--- config.mk ---
export PLATFORM = sky130hd
export DESIGN_NAME = systolic_matmul_sequencer
export DESIGN_NICKNAME = d
export VERILOG_FILES = /design/src/rtl/systolic_matmul_sequencer_pkg.sv /design/src/rtl/systolic_matmul_sequencer_skew.sv /design/src/rtl/systolic_matmul_sequencer.sv
export SDC_FILE = /design/constraint.sdc
export NUM_CORES = 1
export LEC_CHECK = 0
export ABC_CLOCK_PERIOD_IN_PS = 7700
export BUFFER_PORTS_ARGS = -buffer_cell sky130_fd_sc_hd__buf_2
export CAP_MARGIN = 25
export CELL_PAD_IN_SITES_DETAIL_PLACEMENT = 1
export CELL_PAD_IN_SITES_GLOBAL_PLACEMENT = 2
export CORE_MARGIN = 4
export CORE_UTILIZATION = 40
export DETAILED_ROUTE_END_ITERATION = 6
export GPL_TIMING_DRIVEN = 0
export PLACE_DENSITY_LB_ADDON = 0.15
export SLEW_MARGIN = 20
export SYNTH_ARGS = -nofsm -noshare
export SYNTH_HDL_FRONTEND = slang
export SYNTH_SLANG_ARGS = --single-unit
--- constraint.sdc ---
create_clock -name clk -period 7.7 [get_ports clk]
set_input_delay 0.385 -clock clk [delete_from_list [all_inputs] [get_ports clk]]
set_output_delay 0.385 -clock clk [all_outputs]
set_load 0.02 [all_outputs]
--- src/rtl/systolic_matmul_sequencer_pkg.sv ---
// Shared definitions for the systolic matmul sequencer.
//   N              : grid dimension (8x8 boolean OR-of-AND array)
//   WAVEFRONTS     : skewed issue cycles needed to feed every A/B term
//   READOUT_CYCLES : cycles the grid needs to shift out all result rows
//   mat_t          : 8x8 bit matrix, m[row][col]
//   state_t        : sequencer states
package systolic_matmul_sequencer_pkg;

    localparam int N              = 8;
    localparam int WAVEFRONTS     = 2 * N - 1;
    localparam int READOUT_CYCLES = 2 * N;

    typedef logic [N-1:0][N-1:0] mat_t;

    typedef enum logic [2:0] {
        IDLE    = 3'd0,
        ISSUE   = 3'd1,
        DRAIN   = 3'd2,
        READOUT = 3'd3,
        DELIVER = 3'd4
    } state_t;

endpackage

--- src/rtl/systolic_matmul_sequencer_skew.sv ---
// Combinational wavefront generator for the systolic grid edges.
// Ports:
//   a, b : operand matrices, a[i][k], b[k][j]
//   t    : wavefront index (0..14 during issue)
//   in1  : column-edge bus, in1[j] = b[t-j][j]
//   in2  : row-edge bus,    in2[i] = a[i][t-i]
// Terms whose derived index falls outside 0..N-1 drive 0.
module systolic_skew
    import systolic_matmul_sequencer_pkg::*;
(
    input  mat_t         a,
    input  mat_t         b,
    input  logic [4:0]   t,
    output logic [N-1:0] in1,
    output logic [N-1:0] in2
);

    logic [4:0] diff;

    always_comb begin
        in1  = '0;
        in2  = '0;
        diff = '0;
        for (int i = 0; i < N; i++) begin
            diff = t - 5'(i);
            if ((t >= 5'(i)) && (diff < 5'(N))) begin
                in2[i] = a[i][diff[2:0]];
                in1[i] = b[diff[2:0]][i];
            end
        end
    end

endmodule

--- src/rtl/systolic_matmul_sequencer.sv ---
// Host-side sequencer for the 8x8 boolean systolic grid.
// Stores A and B from host row loads, issues skewed wavefronts, drains the
// pipeline, runs the grid readout, captures C and hands it back row by row.
// Ports:
//   clk, reset                 : clock, synchronous active-high reset
//   ld_valid/ld_ready          : row load handshake (ready only in IDLE)
//   ld_sel, ld_row, ld_data    : 0=A/1=B, row index, row bits
//   start, busy                : begin multiply (IDLE only), not-IDLE flag
//   arr_in1, arr_in2           : grid column-edge / row-edge buses
//   arr_readout, arr_out       : grid readout enable, grid bottom-row output
//   res_valid/res_ready        : result row handshake
//   res_row, res_data          : presented result row index and bits
//   done                       : one-cycle pulse after the last row is taken
// All outputs are flops loaded from next-state values, so there is no
// combinational input-to-output path.
module systolic_matmul_sequencer
    import systolic_matmul_sequencer_pkg::*;
#(
    parameter int DRAIN_CYCLES = 8
) (
    input  logic         clk,
    input  logic         reset,
    input  logic         ld_valid,
    output logic         ld_ready,
    input  logic         ld_sel,
    input  logic [2:0]   ld_row,
    input  logic [N-1:0] ld_data,
    input  logic         start,
    output logic         busy,
    output logic [N-1:0] arr_in1,
    output logic [N-1:0] arr_in2,
    output logic         arr_readout,
    input  logic [N-1:0] arr_out,
    output logic         res_valid,
    input  logic         res_ready,
    output logic [2:0]   res_row,
    output logic [N-1:0] res_data,
    output logic         done
);

    state_t       state_q, state_d;
    logic [4:0]   phase_q, phase_d;
    logic [2:0]   row_q, row_d;
    mat_t         a_q, a_d, b_q, b_d, c_q, c_d;

    logic [N-1:0] arr_in1_q, arr_in1_d, arr_in2_q, arr_in2_d;
    logic         arr_readout_q, arr_readout_d;
    logic         res_valid_q, res_valid_d;
    logic [2:0]   res_row_q, res_row_d;
    logic [N-1:0] res_data_q, res_data_d;
    logic         done_q, done_d;
    logic         busy_q, busy_d;
    logic         ld_ready_q, ld_ready_d;

    logic [N-1:0] skew_in1, skew_in2;

    // Driven from the next-cycle matrices and phase so that the registered
    // edge buses line up with ISSUE cycle t, and a load coinciding with
    // start is already visible in the first wavefront.
    systolic_skew u_skew (
        .a   (a_d),
        .b   (b_d),
        .t   (phase_d),
        .in1 (skew_in1),
        .in2 (skew_in2)
    );

    always_comb begin
        state_d = state_q;
        phase_d = phase_q + 5'd1;
        row_d   = row_q;
        a_d     = a_q;
        b_d     = b_q;
        c_d     = c_q;
        done_d  = 1'b0;

        case (state_q)
            IDLE: begin
                phase_d = '0;
                if (ld_valid && ld_ready_q) begin
                    if (ld_sel) b_d[ld_row] = ld_data;
                    else        a_d[ld_row] = ld_data;
                end
                if (start) state_d = ISSUE;
            end
            ISSUE: begin
                if (phase_q == 5'(WAVEFRONTS - 1)) begin
                    state_d = DRAIN;
                    phase_d = '0;
                end
            end
            DRAIN: begin
                if (phase_q == 5'(DRAIN_CYCLES - 1)) begin
                    state_d = READOUT;
                    phase_d = '0;
                end
            end
            READOUT: begin
                // r = phase+1; even r=2m+2 presents C[7-m], i.e. ~phase[3:1].
                if (phase_q[0]) c_d[~phase_q[3:1]] = arr_out;
                if (phase_q == 5'(READOUT_CYCLES - 1)) begin
                    state_d = DELIVER;
                    phase_d = '0;
                    row_d   = '0;
                end
            end
            DELIVER: begin
                phase_d = '0;
                if (res_valid_q && res_ready) begin
                    if (row_q == 3'd7) begin
                        state_d = IDLE;
                        row_d   = '0;
                        done_d  = 1'b1;
                    end else begin
                        row_d = row_q + 3'd1;
                    end
                end
            end
            default: begin
                state_d = IDLE;
                phase_d = '0;
            end
        endcase

        arr_in1_d     = (state_d == ISSUE) ? skew_in1 : '0;
        arr_in2_d     = (state_d == ISSUE) ? skew_in2 : '0;
        arr_readout_d = (state_d == READOUT);
        res_valid_d   = (state_d == DELIVER);
        res_row_d     = row_d;
        res_data_d    = (state_d == DELIVER) ? c_d[row_d] : '0;
        busy_d        = (state_d != IDLE);
        ld_ready_d    = (state_d == IDLE);
    end

    always_ff @(posedge clk) begin
        if (reset) begin
            state_q       <= IDLE;
            phase_q       <= '0;
            row_q         <= '0;
            a_q           <= '0;
            b_q           <= '0;
            c_q           <= '0;
            arr_in1_q     <= '0;
            arr_in2_q     <= '0;
            arr_readout_q <= 1'b0;
            res_valid_q   <= 1'b0;
            res_row_q     <= '0;
            res_data_q    <= '0;
            done_q        <= 1'b0;
            busy_q        <= 1'b0;
            ld_ready_q    <= 1'b1;
        end else begin
            state_q       <= state_d;
            phase_q       <= phase_d;
            row_q         <= row_d;
            a_q           <= a_d;
            b_q           <= b_d;
            c_q           <= c_d;
            arr_in1_q     <= arr_in1_d;
            arr_in2_q     <= arr_in2_d;
            arr_readout_q <= arr_readout_d;
            res_valid_q   <= res_valid_d;
            res_row_q     <= res_row_d;
            res_data_q    <= res_data_d;
            done_q        <= done_d;
            busy_q        <= busy_d;
            ld_ready_q    <= ld_ready_d;
        end
    end

    assign arr_in1     = arr_in1_q;
    assign arr_in2     = arr_in2_q;
    assign arr_readout = arr_readout_q;
    assign res_valid   = res_valid_q;
    assign res_row     = res_row_q;
    assign res_data    = res_data_q;
    assign done        = done_q;
    assign busy        = busy_q;
    assign ld_ready    = ld_ready_q;

endmodule

==> results.md <==
* Largest cells by area after synthesis: dfxtp_1 42%, mux2i_1 9.7%, nand2_1 8.7%
* Synth Area in Compound Gates at 13.7%
* Clock Pin Slew Worst Setup and Hold Paths at 0.06 ns
* Synth top cells by count: 253 x nand2_1, 232 x dfxtp_1, 135 x nor2_1, 106 x mux2i_1, 105 x a21oi_1
* Biggest cell delay along the critical path at 0.74 ns
* Initial DRC count at between 800 and 900
* Die area at around 30000 µm²
* Fmax at ~190 MHz
* Nets at 1456
* Worst endpoint data arrival time at between 5 and 6 ns
* Setup ws final at 2.54 ns
* XOR/XNOR Fraction of Synth Area at 1.28%
* Unique masters post-synth at 78
* DP Area at 11600 µm²
* Most area-hungry cell type in the Yosys netlist: dfxtp_1
* Worst hold path class: primary input to flip-flop
* Post-synthesis register bit count at ~230
* Post-Place Setup Slack at between 2 and 3 ns
* H-tree Lvls at 1
* Synth Area in Adders at 1.82%
* Worst-skew pair later-pin latency at ~0.54 ns
* Net Sw Power at 691 µW
* Critical path launch point type: flip-flop
* Post-CTS Setup Repair Bufs at 0
* Placed wire-length estimate at 29500 µm
* Total of max-cap violations at 0
* Slew @ Worst Pin at around 1.1 ns
* Crit. End Element: flip-flop
* Fraction of registers with async set/reset at 0%
* Mapped Nets at between 1000 and 1500
* Cell Area, Synth at roughly 11000 µm²
* Largest net degree at the start of global routing at 14
* Share of cells above drive strength 1 at 9.64%
* Global-route wire length before repair at roughly 62000 µm
* Mux cell area share after synthesis at 10.5%
* Num rows at 60
* Hold WS at between 0.1 and 0.15 ns
* Syn_area_per_cell at 8.17 µm²
* CP top delay family: buffers and inverters
* Crit-path slowest cell: xnor2_1
* Cell breakdown of the critical path: inv_1 > ha_1 > and4b_1 > clkbuf_1 > o221a_2 > nor3_1 > inv_2 > clkbuf_1 > buf_2 > ha_1 > xnor2_1 > buf_2 > nor3_1 > a21oi_1 > a211oi_1
* DRT Wirelength at 41100 µm
* Hold Fails Final Rpt at 0
* Die width at 174 µm
* Clock period minus worst slack at 5.16 ns
* Total GRT Usage at 26.4%
* Num ports at 57
* Clk sinks at between 200 and 250
* Leak Pwr at 0.00485 µW
* Clk root buf: clkbuf_16
* Final Core Density at 46.4%
* Final antenna-violating net count at 0
* Setup-failing EPs final at 0
* Clock share of power at a little under half
* Via count at 10300
* Initial Util at about two fifths
* Max clock buf depth at 3
* VDD IR max at 0.171 mV
* Setup_tns at 0 ns
* Most numerous cell in the Yosys netlist: nand2_1
* Vias per inst at 5.82
* TritonRoute pass-1 iters at 5
* PortBufs at 43
* Sw Ratio at 25.3%
* Final Skew at 0.0171 ns
* Internal Pwr Total at 2040 µW
* Seq pwr share at 44.4%
* Combinational family with the most area after synthesis: simple AND/OR/NAND/NOR gates
* Post-Synth Simple-Gate Area at about 26%
* Vias in the first global route at 10300
* Combinational Power Share at 8.2%
* RSZ-0062 raised after global routing: false
* Clock buffer count from CTS at 27
* CP Buf/Inv Count at 6
* Critical Path RT at 8.08 ns
* Kind of critical path: flip-flop to flip-flop
* Gr ovfl total at 0
* Initial antenna violation count at 1
* Design area at between 10000 and 15000 µm²
* Crit path max fanout at 13
* Tcrit/Tclk final at 67.0%
* Post-Syn Instances at 1343
* Syn. warnings at 0
* Slew Limit Fails at 0
* DRC Markers at 0
* Max_slew headroom at 27.7%
* Sequential area share after synthesis at between 40% and 50%
* Post-synth EDFFs at 0
* Floorplan Core Area at roughly 27000 µm²
* Per-cell routed wire length at 23.2 µm
* # hold bufs at CTS at 0
* Area growth syn-to-layout at 14.0%
* RePlAce Congestion at 0.889
* CTS tree: yes
* Cts repair resizes at 0
* Proportion of netlist area held by the largest area contributor at 42.3%
* Ys flop type: dfxtp_1
* Outcome: finished clean
* Die Y-Extent at between 150 and 200 µm
* PwrDens at 218 nW/µm²
## metal layers
layer  share of wire (%)  vias up  GRT usage, %
li1                    -     4841             -
met4                 3.1        2          7.39
met3                 6.7       82          4.91
met5               0.049        -             0
met1                  47     5125          39.0
met2                  43      289          39.6
## per-stage QoR
step / power [µW] / cells
after floorplan: 1370 / 1343
after global placement: 1460 / 1727
after detailed placement: 1460 / 1727
after CTS: 2760 / 1773
after global routing: 2830 / 1773
final: 2730 / 1775
## power by group through the flow
stage / Clock, µW / Sequential [µW] / Combinational, µW
3_3_place_gp: 0 / 1240 / 217
6_report: 1290 / 1210 / 223
4_1_cts: 1320 / 1210 / 220
5_1_grt: 1370 / 1210 / 239
2_1_floorplan: 0 / 1240 / 131
3_5_place_dp: 0 / 1240 / 219
## placed cells by master (no fill, tap or decap), drive strengths merged, types with 3 or more instances in the layout
master / count
a211o: 3
dfxtp: 232
nor2: 136
a311oi: 5
clkinv: 6
a22oi: 3
buf: 75
o311a: 17
nand4: 4
xor2: 5
clkbuf: 121
nor2b: 9
and2: 4
o211ai: 7
or2: 4
nor3: 72
nor3b: 4
nand2b: 7
ha: 16
nor4: 10
a31oi: 5
inv: 13
and3: 11
o21ai: 24
a2111oi: 3
nor4b: 3
mux4: 4
o22ai: 10
a211oi: 10
nand3: 35
o311ai: 13
xnor2: 11
mux2i: 106
nand2: 253
or3: 41
nand3b: 3
a21oi: 106
## logic make-up (layout without fill, tap and decap cells)
group | Yosys count | count (layout)
compound gates | 231 | 231
buf+inv | 129 | 218
mux | 110 | 110
simple gates | 609 | 609
flops | 232 | 232
other cells | 0 | 2
fa+ha+maj | 16 | 16
xor+xnor | 16 | 16
## worst reg2reg max path, cell delays in order, from the launching register on
cell,delay (ns)
dfxtp_1,0.47
inv_1,0.15
ha_1,0.22
and4b_1,0.20
clkbuf_1,0.17
o221a_2,0.40
nor3_1,0.44
inv_2,0.17
clkbuf_1,0.39
buf_2,0.39
ha_1,0.31
xnor2_1,0.74
buf_2,0.44
nor3_1,0.16
a21oi_1,0.24
a211oi_1,0.12
## worst paths after layout
check	from	to	slack, ns	cells after the start
worst min register to register	b_q[62]	b_q[62]	0.45	2
worst max register to register	phase_q[0]	arr_in1[1]	2.54	15
worst min-delay path	ld_data[1]	a_q[57]	0.13	3
worst max-delay path	phase_q[0]	arr_in1[1]	2.54	15
## flip-flops by register name (all words and copies together), names as in the netlist, 3 cells and up
signal    flops
phase_q       5
a_q          64
res_row       3
c_q          64
state_q       3
arr_in2       8
arr_in1       8
res_data      8
b_q          64
## cell type report
| type | instances | area [µm²] |
|---|---|---|
| buffer | 117 | 478 |
| clock inverter | 10 | 109 |
| sequential | 232 | 4640 |
| antenna | 2 | 5.00 |
| fill | 3252 | 14400 |
| tap | 341 | 427 |
| inverter | 12 | 45.0 |
| timing repair buffer | 43 | 215 |
| clock buffer | 36 | 779 |
| multi-input combinational | 982 | 5810 |
(Power assumes the default switching activity.)
